===== src/rtl/cmp_tally.sv =====
// Tallies comparator LB/E/RB outcomes over a window of WINDOW accepted samples and registers a majority verdict.
// Optional feature: define CMP_TALLY_ERR_EN to count illegal (non-one-hot) samples on err_cnt.
module cmp_tally #(
  parameter int WINDOW = 8,
  parameter int CNT_W  = 4
) (
  input  logic             clk,
  input  logic             rst_n,
  input  logic             start,
  input  logic             in_valid,
  input  logic             lb,
  input  logic             e,
  input  logic             rb,
  output logic             in_ready,
  output logic             busy,
  output logic             done,
  output logic [CNT_W-1:0] cnt_lb,
  output logic [CNT_W-1:0] cnt_e,
  output logic [CNT_W-1:0] cnt_rb,
  output logic [CNT_W-1:0] err_cnt,
  output logic [1:0]       result,
  output logic [1:0]       dbg_state
);

  // Handshake: a sample transfers on a rising edge where in_valid and in_ready
  // are both high; in_ready depends only on state, never on in_valid.
  typedef enum logic [1:0] {
    IDLE  = 2'd0,
    COUNT = 2'd1,
    DONE  = 2'd2
  } state_t;

  state_t state, state_next;

  logic [CNT_W-1:0] acc_cnt;
  logic             accept;
  logic             legal;
  logic             last;
  logic [CNT_W-1:0] lb_next, e_next, rb_next;
  logic [1:0]       verdict;

  assign dbg_state = state;

  always_comb begin
    state_next = state;
    in_ready   = 1'b0;
    busy       = 1'b0;
    done       = 1'b0;
    case (state)
      IDLE:    if (start) state_next = COUNT;
      COUNT: begin
        in_ready = 1'b1;
        busy     = 1'b1;
        if (last) state_next = DONE;
      end
      DONE: begin
        busy       = 1'b1;
        done       = 1'b1;
        state_next = IDLE;
      end
      default: state_next = IDLE;
    endcase
  end

  assign accept = in_ready & in_valid;
  assign legal  = ({lb, e, rb} == 3'b100) | ({lb, e, rb} == 3'b010) | ({lb, e, rb} == 3'b001);
  assign last   = accept && (acc_cnt == CNT_W'(WINDOW - 1));

  // Post-update counts, so the verdict taken on the final edge includes the final sample.
  assign lb_next = cnt_lb + CNT_W'(accept & legal & lb);
  assign e_next  = cnt_e  + CNT_W'(accept & legal & e);
  assign rb_next = cnt_rb + CNT_W'(accept & legal & rb);

  always_comb begin
    verdict = 2'b00;
    if ((lb_next > e_next) && (lb_next > rb_next))      verdict = 2'b01;
    else if ((rb_next > lb_next) && (rb_next > e_next)) verdict = 2'b10;
    else if ((e_next > lb_next) && (e_next > rb_next))  verdict = 2'b11;
  end

  always_ff @(posedge clk or negedge rst_n) begin
    if (!rst_n) state <= IDLE;
    else        state <= state_next;
  end

  always_ff @(posedge clk or negedge rst_n) begin
    if (!rst_n) begin
      cnt_lb  <= '0;
      cnt_e   <= '0;
      cnt_rb  <= '0;
      acc_cnt <= '0;
      result  <= 2'b00;
    end else if ((state == IDLE) && start) begin
      cnt_lb  <= '0;
      cnt_e   <= '0;
      cnt_rb  <= '0;
      acc_cnt <= '0;
      result  <= 2'b00;
    end else if (accept) begin
      cnt_lb  <= lb_next;
      cnt_e   <= e_next;
      cnt_rb  <= rb_next;
      acc_cnt <= acc_cnt + CNT_W'(1);
      if (last) result <= verdict;
    end
  end

`ifdef CMP_TALLY_ERR_EN
  always_ff @(posedge clk or negedge rst_n) begin
    if (!rst_n)                        err_cnt <= '0;
    else if ((state == IDLE) && start) err_cnt <= '0;
    else if (accept && !legal)         err_cnt <= err_cnt + CNT_W'(1);
  end
`else
  assign err_cnt = '0;
`endif

endmodule


===== config.mk =====
export PLATFORM = sky130hd
export DESIGN_NAME = cmp_tally
export DESIGN_NICKNAME = d
export VERILOG_FILES = /design/src/rtl/cmp_tally.sv
export SDC_FILE = /design/constraint.sdc
export NUM_CORES = 1
export LEC_CHECK = 0
export CAP_MARGIN = 30
export CORE_AREA = 2 2 57 59
export CTS_CLUSTER_DIAMETER = 200
export DETAILED_ROUTE_END_ITERATION = 10
export DIE_AREA = 0 0 59 61
export GPL_ROUTABILITY_DRIVEN = 0
export GPL_TIMING_DRIVEN = 0
export HOLD_SLACK_MARGIN = 0.02
export PLACE_DENSITY = 0.77
export SETUP_SLACK_MARGIN = 0.4
export SYNTH_ARGS = -nofsm -noshare
export SYNTH_HDL_FRONTEND = slang
export SYNTH_SLANG_ARGS = --single-unit

===== constraint.sdc =====
create_clock -name clk -period 4 [get_ports clk]
set_input_delay 0.4 -clock clk [delete_from_list [all_inputs] [get_ports clk]]
set_output_delay 0.4 -clock clk [all_outputs]
set_load 0.01 [all_outputs]

==> results.yml <==
grt:
  grtUsageTotal_pct: 19.8
  antenna_found_initial: 0
  grt_pass1_wl_um: 5360
  grt_max_degree: 21
  grt_pass1_vias: 1216
  grt_overflow: 0
setup_path:
  cp-end-kind: "flip-flop"
  critPathMaxFanout: 10
  r2r_setup_slack_ns: 0.56
  crit_end: "result[0]$_DFFE_PN0P_"
  arrival_ns: 3.66
  required_ns: 4.22
  r2r_start: "dbg_state[1]$_DFFE_PN0P_"
  worst_r2r_path_depth: 13
  crit_path_start: "dbg_state[1]$_DFFE_PN0P_"
  startpoint_type: "flip-flop"
  worstSetupPathType: "reg -> reg"
  r2r-end: "result[0]$_DFFE_PN0P_"
yosys:
  seq_area_frac_synth_pct: 34.4
  synth_area_um2: 1460
  synth-seq-cells: 20
  yosysWarnings: 0
  syn_inst: 157
  syn_area_per_cell_um2: 9.27
  ys_types: 38
route:
  ant_nets: 0
  wl_per_cell_um: 14.9
  dr.pass1.iters: 5
  vias: 1209
  wirelength_um: 3300
  drt-initial-drc-count: 44
  drc: 0
  viasPerCell: 5.45
die:
  io_pins: 30
  coreArea_um2: 2950
  die_h_um: 61
  initial_core_util_pct: 49.3
  die_area_um2: 3600
  die_w_um: 59
  core.rowCount: 20
placed_design:
  io_buffers: 25
  hpwl_um: 2480
  dpl.cell_count: 218
  post-place-ws_ns: 0.286
finish:
  layout_commonest_cell: "clkdlybuf4s50_1"
  syn2layout_area_growth_pct: 26.5
  fin_nets: 216
  drive_above_1_share_pct: 12.7
  fin_cells: 222
  fillers: 258
  final_cell_mix: "clkdlybuf4s50_1 (25), nand2_1 (22), dfrtp_1 (20)"
  finish.utilization_pct: 62.3
  diodes: 0
clock_tree:
  clkTransAtPathRegs_ns: 0.13
  postCtsSetupRepairBufs: 0
  cts_buffers: 3
  clk_root_buffer_cell: "clkbuf_4"
  cts_tree: "done"
  clkSinkCount: 20
  cts_hold_buf: 0
  insertion_delay_ns: 0.30
  clk_path_buf_depth: 2
  htree_levels: 1
sta:
  setup-tns-final_ns: 0
  report.final.setup_viol: 0
  grt_setup_unrepaired: "false"
  drv_slew: 0
  finalHoldViolCount: 0
  period_share_pct: 85.9
  worstMarginPinSlew_ns: 0.931
  maxSlewHeadroom_pct: 37.8
  layout_setup_ws_ns: 0.562
  max_freq_mhz: 291
  clock_skew_ns: 0.00811
  fin_crit_ns: 3.44
worst_hold_path:
  hp-class: "reg -> reg"
power:
  ir_worst_vdd_uv: 309
  powerDensity_nw_per_um2: 352
  finalPower_w: 0.000648
  power.leakage_nw: 0.825
run_status:
  status: "complete, no violations"
run:
  cap_violations: 0
power breakdown:
group / leakage [nW] / switching (W) / internal [W]
registers: 0.275 / 0.0000234 / 0.000225
clock network: 0.0210 / 0.0000663 / 0.0000555
logic: 0.530 / 0.000149 / 0.000129
total: 0.825 / 0.000239 / 0.000409
through the flow:
stage | hold WS [ns] | area [µm²]
floorplan | 0.104 | 1470
global placement | 0.540 | 1760
detailed placement | 0.547 | 1760
CTS | 0.566 | 1800
global route | 0.599 | 1840
finish | 0.564 | 1840
metal layers:
metal	wire, µm	vias to the layer above	global-route usage, %
met5	0	-	0
met4	41	0	7.79
met3	112	4	2.13
met2	1750	26	36.5
met1	1390	585	23.5
li1	-	594	-
logic make-up (layout without fill, tap and decap cells):
kind of cell               after synthesis  count (layout)  share of synthesized area, %
and+or+nand+nor                         53              53                          18.7
DFF                                     20              20                          34.4
muxes                                    2               2                          1.55
AOI/OAI and AO/OA                       28              28                          11.7
adders and majority gates               21              21                          17.9
buffers and inverters                   17              46                          5.42
xor gates and xnor gates                15              15                          10.1
other                                    1               4                         0.258
state kept, by name, indices dropped and copies added (netlist names):
signal and count:
acc_cnt 4, cnt_e 4, cnt_lb 4, cnt_rb 4, dbg_state 2, result 2
area by class of cell:
class                   instances  area, µm²  share of cell area (%)
inverters                       9       33.8                    1.84
clock buffers                   4       36.3                    1.97
repair buffers                 25        250                    13.6
well taps                      33       41.3                    2.24
flip-flops and latches         20        500                    27.2
plain buffers                   8       48.8                    2.65
multi-input cells             123        930                    50.5
synthesized netlist by cell type (all sizes together):
library cell / instances / area, µm²
buf: 5 / 33.8
maj3: 2 / 22.5
a2111o: 1 / 11.3
nand2: 23 / 86.3
conb: 1 / 3.75
xnor2: 5 / 51.3
nor2b: 1 / 6.26
or3: 4 / 25.0
dfrtp: 20 / 500
nor4b: 3 / 26.3
a211oi: 2 / 20.0
nand4: 3 / 18.8
o211ai: 1 / 7.51
a41oi: 1 / 8.76
ha: 19 / 238
or2: 1 / 6.26
o22ai: 2 / 12.5
mux2: 2 / 22.5
and2: 2 / 12.5
nand4b: 1 / 8.76
clkbuf: 3 / 11.3
a21oi: 13 / 65.1
nor2: 8 / 30.0
or2b: 1 / 7.51
a22oi: 1 / 7.51
inv: 9 / 33.8
xor2: 10 / 95.1
a21o: 1 / 7.51
nor3b: 1 / 7.51
o21ai: 6 / 30.0
nand3: 3 / 25.0
nand2b: 2 / 12.5
what timing repair did:
item                       CTS  global route
resized for setup            1            10
pin swaps                    0             0
setup endpoints to repair    1             2
critical path, cell delays in order, from the launching register on:
cell	delay, ns
dfrtp_1	0.44
inv_1	0.14
ha_2	0.24
nand2_2	0.10
clkbuf_4	0.21
nor4b_2	0.23
ha_1	0.25
ha_1	0.33
xor2_2	0.22
o22ai_1	0.13
maj3_2	0.33
maj3_2	0.33
a21o_1	0.18
a211oi_2	0.22
worst min path at each step:
stage	startpoint	end	slack (ns)	depth (start not counted)
3_5_place_dp	cnt_rb[0]$_DFFE_PN0P_	cnt_rb[0]$_DFFE_PN0P_	0.55	2
3_3_place_gp	cnt_lb[0]$_DFFE_PN0P_	cnt_lb[0]$_DFFE_PN0P_	0.54	2
4_1_cts	cnt_rb[0]$_DFFE_PN0P_	cnt_rb[0]$_DFFE_PN0P_	0.57	2
6_report	cnt_lb[0]$_DFFE_PN0P_	cnt_lb[0]$_DFFE_PN0P_	0.56	2
5_1_grt	cnt_rb[0]$_DFFE_PN0P_	cnt_rb[0]$_DFFE_PN0P_	0.60	2
2_1_floorplan	rst_n	acc_cnt[0]$_DFFE_PN0P_	0.10	0
(Power assumes the default switching activity.)
==> patch 1 (same settings) <==
Change the parameter `CNT_W` from 4 to 3.
--- a/src/rtl/cmp_tally.sv
+++ b/src/rtl/cmp_tally.sv
@@ -2,7 +2,7 @@
 // Optional feature: define CMP_TALLY_ERR_EN to count illegal (non-one-hot) samples on err_cnt.
 module cmp_tally #(
   parameter int WINDOW = 8,
-  parameter int CNT_W  = 4
+  parameter int CNT_W  = 3
 ) (
   input  logic             clk,
   input  logic             rst_n,
Ports: changed (resized cnt_e, cnt_lb, cnt_rb and err_cnt); port bits go from 30 to 26. No check against the original RTL was run, so the function may have changed too.
==> patch 1 against the original RTL <==
- synthesized cell count decreased by 20%
- wire length decreased by 28%
- worst hold slack got worse by 0.037 ns
- clock skew decreased by 0.0017 ns
- count of clock-buffer cells in the layout unchanged
- critical endpoint is now result[1]
- first-iteration DRC count decreased by 61%
- sequential cell count decreased by 4
- area after synthesis decreased by 23%
- highest routed layer unchanged
- final area decreased by 22%
- critical path depth increased by 1
- worst setup slack improved by 0.23 ns
- largest cell class unchanged
- power decreased by 14%
- critical path type unchanged
==> patch 1: results (changes against the original RTL) <==
run_status:
  run_status: "finished clean"
layout:
  inverters: 9  # unchanged
  regArea_um2: 400.4  # -20%
  clock_area_frac: 0.02537  # +0.005657
  n_all_buffers: 29  # -12%
  comb.multi_input.count: 96  # -22%
  final_layout_size_suffix_gt1_frac: 0.08442  # -0.04257
  diodes: 0  # unchanged
  multi_input_area_share: 0.4611  # -0.04403
  n_fill_cell: 273  # +5.8%
  final_cells: 187  # -16%
  sh_seq_area: 0.2800  # +0.008042
  final_util: 0.4843  # -0.1390
  bufAreaShareNonClock: 0.1811  # +0.01863
placement:
  place_area_um2: 1388  # -21%
  port-buffer-count: 22  # -12%
  dp_hpwl_um: 1949  # -21%
  dp.cells: 183  # -16%
  dp_slack_ns: 0.5952  # +0.3089 ns
critical_path:
  cp.arrival_ns: 3.41  # -0.25 ns
  regToRegSetupSlack_ns: 0.79  # +0.23 ns
  reg2reg_depth: 14  # +1
  r2r-end: "result[1]"
  path_max_fanout: 10  # unchanged
  endpoint: "result[1]"
  slowest_delay_ns: 0.41  # -0.03 ns
grt:
  grt_pass1_vias: 954  # -22%
  grt_pass1_wl_um: 3946  # -26%
  use_met1: 0.1520  # -0.08311
  use_met3: 0.01493  # -0.006397
  grtUsageMet2: 0.2810  # -0.08413
  grt_usage: 0.1464  # -0.05142
  grt_max_degree: 17  # -19%
route:
  wl_met3_um: 53  # -53%
  top_layer: "met4"
  finalWirelength_um: 2387  # -28%
  wl_met1_um: 999  # -28%
  vias_per_cell: 4.973  # -8.7%
  first_pass_iters: 3  # -2
  drt-initial-drc-count: 17  # -61%
  wl_met2_um: 1272  # -27%
logic_synthesis:
  ys_seq_area_frac: 0.3579  # +0.01400
  synth_area_leaders: "dfrtp_1 (36%), ha_1 (20%), nand2_1 (8.7%)"
  synth_cell_types: 25  # -34%
  ys_seq_elements: 16  # -20%
  postSynthCellCount: 126  # -20%
  synth_common_cells: "nand2_1 (26), ha_1 (18), dfrtp_1 (16)"
power:
  p_comb_frac: 0.442  # +0.013
  p_leak_uw: 0.0006579  # -20%
  pg_comb_uw: 245  # -12%
  ir_drop_v: 0.0003110  # +0.54%
  power_clock_uw: 111  # -9%
  swShare: 0.3698  # +0.001438
sta:
  period_share: 0.8016  # -0.05784
  relSlewSlack: 0.5071  # +0.1295
  fin_skew_ns: 0.006388  # -0.001726 ns
clocking:
  cts_setup_buffers: 0  # unchanged
  root_buffer: "clkbuf_4"
  path_clk_slew_ns: 0.10  # -0.03 ns
worst_hold_path:
  hold_class: "input pin to async pin"
patch 1: repair_timing:
action                                 4_1_cts  5_1_grt
setup endpoints to repair                    0        1
hold buffers                                 0        0
endpoints found under the hold margin        0        0
gates resized for setup                      0        1
patch 1: cells by family after synthesis:
family | after synthesis | share of synthesized area
AOI/OAI and AO/OA | 23 | 0.1130
buffers and inverters | 16 | 0.06487
and+or+nand+nor | 40 | 0.1566
DFF | 16 | 0.3579
adders and majority gates | 23 | 0.2494
xor gates and xnor gates | 7 | 0.05481
other | 1 | 0.003352
patch 1: worst min-delay path by stage:
stage	start	endpoint	slack, ns
2_1_floorplan	rst_n	acc_cnt[0]	0.10
3_3_place_gp	acc_cnt[1]	acc_cnt[1]	0.51
3_5_place_dp	acc_cnt[2]	acc_cnt[2]	0.53
4_1_cts	rst_n	cnt_lb[1]	0.55
5_1_grt	cnt_lb[1]	cnt_lb[1]	0.58
6_report	rst_n	cnt_lb[1]	0.53
==> patch 2 (same flow settings) <==
Made on the original files. Register the output `cnt_rb` once more, cleared by the reset; this adds one clock of latency there. The other outputs are not delayed to match.
--- a/src/rtl/cmp_tally.sv
+++ b/src/rtl/cmp_tally.sv
@@ -29,6 +29,8 @@
     COUNT = 2'd1,
     DONE  = 2'd2
   } state_t;
+
+  logic [CNT_W-1:0] cnt_rb_s0;
 
   state_t state, state_next;
 
@@ -69,7 +71,7 @@
   // Post-update counts, so the verdict taken on the final edge includes the final sample.
   assign lb_next = cnt_lb + CNT_W'(accept & legal & lb);
   assign e_next  = cnt_e  + CNT_W'(accept & legal & e);
-  assign rb_next = cnt_rb + CNT_W'(accept & legal & rb);
+  assign rb_next = cnt_rb_s0 + CNT_W'(accept & legal & rb);
 
   always_comb begin
     verdict = 2'b00;
@@ -87,19 +89,19 @@
     if (!rst_n) begin
       cnt_lb  <= '0;
       cnt_e   <= '0;
-      cnt_rb  <= '0;
+      cnt_rb_s0 <= '0;
       acc_cnt <= '0;
       result  <= 2'b00;
     end else if ((state == IDLE) && start) begin
       cnt_lb  <= '0;
       cnt_e   <= '0;
-      cnt_rb  <= '0;
+      cnt_rb_s0 <= '0;
       acc_cnt <= '0;
       result  <= 2'b00;
     end else if (accept) begin
       cnt_lb  <= lb_next;
       cnt_e   <= e_next;
-      cnt_rb  <= rb_next;
+      cnt_rb_s0 <= rb_next;
       acc_cnt <= acc_cnt + CNT_W'(1);
       if (last) result <= verdict;
     end
@@ -115,5 +117,13 @@
   assign err_cnt = '0;
 `endif
 
+  always_ff @(posedge clk or negedge rst_n) begin
+    if (!rst_n) begin
+      cnt_rb <= '0;
+    end else begin
+      cnt_rb <= cnt_rb_s0;
+    end
+  end
+
 endmodule
 
Check against the original RTL: not equivalent (Yosys sat finds a counterexample within 4 cycles, from zero or initial values and one cycle with rst_n low).
==> patch 2 against the original RTL <==
- global-route usage up 1.4 points
- non-clock buffer count up 1
- wire length up 3.9%
- sequential cell count rose by 4
- power increased by 17%
- area after synthesis grew 5.7%
- final area rose by 5.8%
- sequential share of layout area is 3.7 points higher
- clock power is 46% higher
- maximum frequency is 2.6% higher
- worst setup slack better by 0.088 ns
==> patch 2: results (changes against the original RTL) <==
layout:
  nets: 223  # +3.2%
  final_layout_size_suffix_gt1_frac: 0.1224  # -0.004535
  final_cells: 229  # +3.2%
route:
  drt-initial-drc-count: 28  # -36%
  finalWirelength_um: 3433  # +3.9%
  first_pass_iters: 4  # -1
  vias: 1264  # +4.5%
critical_path:
  slowest_delay_ns: 0.44  # about the same
  regToRegSetupSlack_ns: 0.65  # +0.09 ns
  path_max_fanout: 10  # unchanged
  cp.arrival_ns: 3.60  # -0.06 ns
logic_synthesis:
  synth_cell_types: 33  # -13%
  postSynthCellCount: 163  # +3.8%
  synth_common_cells: "dfrtp_1 (24), nand2_1 (23), ha_1 (19)"
  synth_area_leaders: "dfrtp_1 (39%), ha_1 (15%), xor2_1 (6.8%)"
  ys_seq_area_frac: 0.3906  # +0.04662
grt:
  grt_max_degree: 15  # -29%
  grt_pass1_wl_um: 5761  # +7.5%
clocking:
  worstSkewPairLatency_ns: 0.32  # +0.02 ns
  cts_resized: 0  # -1
sta:
  hold_viol_final: 0  # unchanged
  timing.hold.ws_ns: 0.4246  # -0.1393 ns
  relSlewSlack: 0.6121  # +0.2345
placement:
  dp.cells: 225  # +3.2%
  dp_slack_ns: 0.3787  # +0.09243 ns
  dp_hpwl_um: 2613  # +5.5%
  place_area_um2: 1856  # +5.6%
run_status:
  run_status: "finished clean"
power:
  switchingPower_uw: 250.8  # +5.1%
  p_comb_frac: 0.379  # -0.050
  p_leak_uw: 0.0009113  # +10%
  ir_drop_v: 0.0003276  # +5.9%
worst_hold_path:
  hold_class: "input pin to async pin"
[patch 2: changes by cell type in the layout (fill, tap and decap cells not counted), moves of 2 or more]
cell	before	now
mux2_2	0	2
o21ai_0	5	7
dfrtp_1	20	24
nand3_1	1	3
nand3_2	2	0
mux2_1	2	0
xor2_1	8	11
[patch 2: cell families (layout without fill, tap and decap cells)]
family	after synthesis	in the layout	share of synthesized area
AO/OA/AOI/OAI	28	28	0.1050
XOR/XNOR	16	16	0.09113
adder cells (fa/ha/maj)	21	21	0.1692
buffers and inverters	18	48	0.05370
flip-flops	24	24	0.3906
multiplexers	2	2	0.01465
other	1	4	0.002439
AND/OR/NAND/NOR	53	53	0.1733
[patch 2: power groups by stage]
stage | Combinational (uW) | Clock [uW] | Sequential [uW]
final | 286 | 178 | 290
after CTS | 282 | 181 | 291
after floorplan | 162 | 0 | 295
after global placement | 263 | 0 | 292
after detailed placement | 278 | 0 | 295
after global routing | 318 | 191 | 294
[patch 2: worst reg2reg max path, cell delays in order (launching register included)]
cell      delay [ns]
dfrtp_1         0.44
inv_1           0.14
ha_2            0.23
nand2_2         0.11
clkbuf_4        0.21
nor4b_2         0.26
ha_2            0.25
ha_1            0.30
xor2_1          0.23
o22ai_1         0.12
maj3_2          0.32
maj3_2          0.32
a21o_1          0.17
a211oi_2        0.17
[patch 2: layer usage]
layer	GRT usage	wire length (um)	vias to the layer above
li1	-	-	610
met1	0.2626	1491	608
met2	0.3698	1716	39
met3	0.03412	168	7
met4	0.08442	57	0
met5	0	0	-
[patch 2: area by class of cell]
class	instances	area, um2
clock inverters	1	30.03
inverters	10	37.54
clock buffers	3	22.52
plain buffers	8	48.80
flip-flops and latches	24	600.6
multi-input cells	124	900.9
repair buffers	26	265.3
fillers	242	1006
well taps	33	41.29
